File: src/rtl/trena_pkg.sv
// Shared definitions for the tape-measure control path: state codes (also used by the
// 7-segment debug decoder), the frame separator character and a small sizing helper.
package trena_pkg;

  localparam logic [3:0] EST_INICIAL             = 4'h0;
  localparam logic [3:0] EST_PREPARACAO          = 4'h1;
  localparam logic [3:0] EST_INICIA_MEDIDA       = 4'h2;
  localparam logic [3:0] EST_AGUARDA_MEDIDA      = 4'h3;
  localparam logic [3:0] EST_TRANSMITE           = 4'h4;
  localparam logic [3:0] EST_AGUARDA_TRANSMISSAO = 4'h5;
  localparam logic [3:0] EST_PROXIMO             = 4'h6;
  localparam logic [3:0] EST_FINAL               = 4'h7;
  localparam logic [3:0] EST_ESPERA_INTERVALO    = 4'h8;
  localparam logic [3:0] EST_ERRO                = 4'hE;

  typedef enum logic [3:0] {
    Inicial            = EST_INICIAL,
    Preparacao         = EST_PREPARACAO,
    IniciaMedida       = EST_INICIA_MEDIDA,
    AguardaMedida      = EST_AGUARDA_MEDIDA,
    Transmite          = EST_TRANSMITE,
    AguardaTransmissao = EST_AGUARDA_TRANSMISSAO,
    Proximo            = EST_PROXIMO,
    Final              = EST_FINAL,
    EsperaIntervalo    = EST_ESPERA_INTERVALO,
    Erro               = EST_ERRO
  } estado_t;

  // Fourth character of every frame, after the three BCD digits.
  localparam logic [7:0] ASCII_SEPARADOR = 8'h23;

  function automatic int unsigned max_u(input int unsigned a, input int unsigned b);
    return (a > b) ? a : b;
  endfunction

endpackage

File: src/rtl/trena_uc_contador_ciclos.sv
// Saturating cycle counter with synchronous clear/enable and an equality flag against a
// run-time limit.
module contador_ciclos #(
  parameter int unsigned W = 8
) (
  input  logic         clock,
  input  logic         reset,
  input  logic         i_limpa,
  input  logic         i_conta,
  input  logic [W-1:0] i_limite,
  output logic         o_fim
);

  logic [W-1:0] r_valor;

  always_ff @(posedge clock) begin
    if (reset || i_limpa) begin
      r_valor <= '0;
    end else if (i_conta && (r_valor != {W{1'b1}})) begin
      r_valor <= r_valor + 1'b1;
    end
  end

  assign o_fim = (r_valor == i_limite);

endmodule

File: src/rtl/trena_uc.sv
// Control unit for the ultrasonic tape measure: clear, measure (with timeout), send frame.
// Optional continuous mode is enabled by defining TRENA_UC_CONTINUO_EN.
module trena_uc
  import trena_pkg::*;
#(
  parameter int unsigned TIMEOUT_CICLOS   = 2500000,
  parameter int unsigned INTERVALO_CICLOS = 25000000
) (
  input  logic       clock,
  input  logic       reset,
  input  logic       mensurar,
  input  logic       continuo,
  input  logic       pronto_medida,
  input  logic       pronto_transmissao,
  input  logic       fim_serial,
  output logic       zera,
  output logic       medir,
  output logic       partida_serial,
  output logic       conta_ascii,
  output logic       pronto,
  output logic       erro,
  output logic [3:0] db_estado
);

`ifdef TRENA_UC_CONTINUO_EN
  localparam int unsigned LimiteMax = max_u(TIMEOUT_CICLOS, INTERVALO_CICLOS);
`else
  localparam int unsigned LimiteMax = TIMEOUT_CICLOS;
`endif
  localparam int unsigned W = (LimiteMax > 1) ? $clog2(LimiteMax) : 1;

  estado_t      r_estado;
  estado_t      w_estado_prox;
  logic         w_troca;
  logic         w_conta;
  logic         w_fim;
  logic [W-1:0] w_limite;

`ifndef TRENA_UC_CONTINUO_EN
  logic w_unused_continuo;
  assign w_unused_continuo = continuo;
`endif

  always_ff @(posedge clock) begin
    if (reset) begin
      r_estado <= Inicial;
    end else begin
      r_estado <= w_estado_prox;
    end
  end

  always_comb begin
    w_estado_prox = r_estado;
    unique case (r_estado)
      Inicial:            if (mensurar) w_estado_prox = Preparacao;
      Preparacao:         w_estado_prox = IniciaMedida;
      IniciaMedida:       w_estado_prox = AguardaMedida;
      // A measurement arriving on the timeout cycle still wins.
      AguardaMedida: begin
        if (pronto_medida) w_estado_prox = Transmite;
        else if (w_fim)    w_estado_prox = Erro;
      end
      Transmite:          w_estado_prox = AguardaTransmissao;
      AguardaTransmissao: begin
        if (pronto_transmissao) w_estado_prox = fim_serial ? Final : Proximo;
      end
      Proximo:            w_estado_prox = Transmite;
`ifdef TRENA_UC_CONTINUO_EN
      Final:              w_estado_prox = continuo ? EsperaIntervalo : Inicial;
      EsperaIntervalo: begin
        if (!continuo)  w_estado_prox = Inicial;
        else if (w_fim) w_estado_prox = Preparacao;
      end
`else
      Final:              w_estado_prox = Inicial;
`endif
      Erro:               if (mensurar) w_estado_prox = Preparacao;
      default:            w_estado_prox = Inicial;
    endcase
  end

  always_comb begin
    zera           = 1'b0;
    medir          = 1'b0;
    partida_serial = 1'b0;
    conta_ascii    = 1'b0;
    pronto         = 1'b0;
    erro           = 1'b0;
    unique case (r_estado)
      Preparacao:   zera           = 1'b1;
      IniciaMedida: medir          = 1'b1;
      Transmite:    partida_serial = 1'b1;
      Proximo:      conta_ascii    = 1'b1;
      Final:        pronto         = 1'b1;
      Erro:         erro           = 1'b1;
      default:      ;
    endcase
  end

  assign db_estado = r_estado;

  // Counter restarts on every state change so each waiting state sees a fresh count.
  assign w_troca = (w_estado_prox != r_estado);

  always_comb begin
    w_limite = W'(TIMEOUT_CICLOS - 1);
    w_conta  = (r_estado == AguardaMedida);
`ifdef TRENA_UC_CONTINUO_EN
    if (r_estado == EsperaIntervalo) begin
      w_limite = W'(INTERVALO_CICLOS - 1);
      w_conta  = 1'b1;
    end
`endif
  end

  contador_ciclos #(
    .W (W)
  ) u_contador (
    .clock    (clock),
    .reset    (reset),
    .i_limpa  (w_troca),
    .i_conta  (w_conta),
    .i_limite (w_limite),
    .o_fim    (w_fim)
  );

endmodule
File: config.mk
export PLATFORM = sky130hd
export DESIGN_NAME = trena_uc
export DESIGN_NICKNAME = d
export VERILOG_FILES = /design/src/rtl/trena_pkg.sv /design/src/rtl/trena_uc_contador_ciclos.sv /design/src/rtl/trena_uc.sv
export SDC_FILE = /design/constraint.sdc
export NUM_CORES = 1
export LEC_CHECK = 0
export BUFFER_PORTS_ARGS = -buffer_cell sky130_fd_sc_hd__buf_4
export CAP_MARGIN = 20
export CORE_ASPECT_RATIO = 1.25
export CORE_UTILIZATION = 55
export DETAILED_ROUTE_END_ITERATION = 12
export PLACE_DENSITY = 0.76
export SLEW_MARGIN = 20
export SYNTH_ARGS = -nofsm -noshare
export SYNTH_HDL_FRONTEND = slang
export SYNTH_SLANG_ARGS = --single-unit
File: constraint.sdc
create_clock -name clock -period 5.3 [get_ports clock]
set_clock_uncertainty 0.2 [all_clocks]
set_input_delay 1.06 -clock clock [delete_from_list [all_inputs] [get_ports clock]]
set_output_delay 1.06 -clock clock [all_outputs]
set_load 0.01 [all_outputs]
==> metrics.txt <==
ant diodes 0; Leak 0.5397 nW; Post-CTS Setup Bufs 0; main combinational cell family by area after synthesis simple AND/OR/NAND/NOR gates; Remaining DRCs 0; Tcrit/Tclk final 50.97%; TritonCTS Buffers 3; switching part of the total 24.61%; fillcell total 228; clk sinks 26; Worst Tran Pin Value 765.7 ps; Reg area 520.5 µm²; vias in the first global route 1147; Synth Flop Type dfxtp_1; dpl cells 220; largest net degree at the start of global routing 17; crit start category register; nets 200; boundary pin count 17; post-detailed-route wirelength per cell 13.08 µm; Post-synth EDFFs 0; Final min period 2702 ps; worst hold slack 313.6 ps; Layout Cells excl Fill 224; Syn Area/Cell 8.027 µm²; Synthesized Nets 191; area of the die 2883 µm²; CTS tree done; setup slack after layout 2598 ps; Worst Setup Path Type reg2out; most area-consuming cells after synthesis dfxtp_1 (35%), xnor2_1 (7.8%), nor2_1 (5.9%); maximum buffer depth of the clock tree 2; pwr dens 213.9 nW/µm²; die width 48.23 µm; most frequent cells after synthesis dfxtp_1 (26), nor2_1 (23), a21oi_1 (17), xnor2_1 (13), o21ai_0 (10); Req. time, crit path 4040 ps; row cnt 20; Port Buffers 15; status finished, final reports clean; Detailed Route Iter0 Violations 39; GRT overflow 0; Synth Area in Compound Gates 15.59%; endpoint class of the critical path output pin; cell internal pwr 0.2573 mW; crit path DAT 1440 ps; Post-DP HPWL 2147 µm; gpl congestion 0.8009; Post-Syn Area 1469 µm²; post-detailed-route via-to-cell ratio 5.924; synthesized-area fraction occupied by adder cells 0.8518%; proportion of layout cells with a drive suffix above 1 13.61%; Multi-input gate area 862.1 µm²; P&R area growth vs syn 8.603%; multiplexer share of the synthesized area 0.6814%; total track usage 21.56%; Root Buffer clkbuf_4; first-pass GRT wire length 4595 µm; Crit Path Max Fanout 10; post-synth top area share 35.43%; Fmax 0.3702 GHz; Clock Power Share 29.1%; NetSw 0.08401 mW; Distinct cells, synth 39; leading area contributor after synthesis dfxtp_1; RSZ-0062 raised after global routing no; total negative slack 0 ps; Reg clk slew, reported paths 140 ps; sequential power share 59.7%; Seq/Total Area, Yosys 35.43%; Synth warnings 0; Finished Cell Area 1595 µm²; post-route ant nets 0; Die Ht 59.78 µm; Worst-Skew Late Latency 320 ps; core area 2477 µm²; Hold Buf Count CTS 0; initial antenna violation count 0; hold crit path type reg2reg; endpoints failing hold 0; share of synthesized registers carrying an async set or reset 0%; Combinational Power Share 11.2%; first drt pass iteration count 4; XOR/XNOR Fraction of Synth Area 8.348%; Simple-Gate Fraction of Synth Area 32.88%; Slew Limit Headroom 48.65%; routed via count 1327; Initial Util 59.29%; final wirelength 2929 µm; Yosys reg bits 26; max-capacitance violation count 0; H-tree depth 1; Mapped Cells 183; count leader, synth dfxtp_1; Final setup viols 0; maximum VDD drop 0.1656 mV; Post-CTS Resized 0; Area after DPL 1559 µm²; post-place setup slack 2549 ps; final slew viol count 0
## logic make-up (layout without fill, tap and decap cells)
logic type	after synthesis	after routing
AOI/OAI and AO/OA	39	39
xor gates and xnor gates	14	14
adders and majority gates	1	1
buffers and inverters	16	24
DFF	26	26
muxes	1	1
and+or+nand+nor	86	86
## metal layers
layer | share of wire [%] | global-route usage, % | vias up
met2 | 50 | 38.10 | 33
met5 | 0 | 0 | -
met4 | 1.3 | 7.937 | 0
li1 | - | - | 671
met1 | 45 | 25.05 | 619
met3 | 3.7 | 3.021 | 4
## sequential cells by signal, summed over array words and instances (netlist names)
name / count
u_contador.r_valor: 22
db_estado: 4
## cell usage in the layout, fill, tap and decap left out
master     n
and3_1     6
nor2_1    23
nand3_1    6
or3_1      6
o21bai_1   1
xor2_1     1
xnor2_1   13
inv_1      4
a21oi_1   17
and4_1     4
a211o_1    1
clkbuf_8   1
a221oi_1   1
and4b_1    1
nor4_1     2
a31oi_1    1
a21o_1     1
mux2i_1    1
buf_4     16
and2_1     3
o21ai_0   10
dfxtp_1   26
a211oi_1   1
nor4b_1    2
nand2b_1   3
and4bb_2   2
a21oi_2    2
nand4b_1   1
a21boi_0   1
clkbuf_4   3
ha_1       1
and4_4     1
or4_1      1
nand4_1    7
nand2_1    9
o31ai_2    1
o31ai_1    2
and3b_1    1
nor3_1     8
## worst paths after layout
check | start | end | slack, ps | cells past startpoint
worst max register to register | u_contador.r_valor[0] | u_contador.r_valor[7] | 2700 | 7
worst min-delay path | u_contador.r_valor[21] | u_contador.r_valor[21] | 310 | 2
worst min register to register | u_contador.r_valor[21] | u_contador.r_valor[21] | 310 | 2
worst max-delay path | db_estado[0] | zera | 2600 | 3
## critical path: stages (launching register included)
cell     delay [ps]
dfxtp_1         520
inv_1           150
nor4_1          280
buf_4           170
## cell type report
cell class                 instances  share of cell area [%]
multi-input combinational        141                   54.04
clock buffer                       4                   2.275
timing repair buffer              16                   7.529
tap                               33                   2.588
sequential                        26                   32.63
inverter                           4                  0.9412
## power groups by stage
stage	clock network, mW	logic [mW]	registers, mW
floorplan	0	0.0270	0.205
detailed placement	0	0.0381	0.208
finish	0.0992	0.0382	0.204
CTS	0.103	0.0382	0.204
global route	0.108	0.0433	0.205
global placement	0	0.0372	0.208
## per-stage QoR
stage	power (mW)	util (%)
6_report	0.3413	64.39
5_1_grt	0.3557	64.39
4_1_cts	0.3456	64.39
3_5_place_dp	0.2464	62.93
3_3_place_gp	0.2450	62.93
2_1_floorplan	0.2315	-
Note: power is estimated with default switching activity, not from simulation.
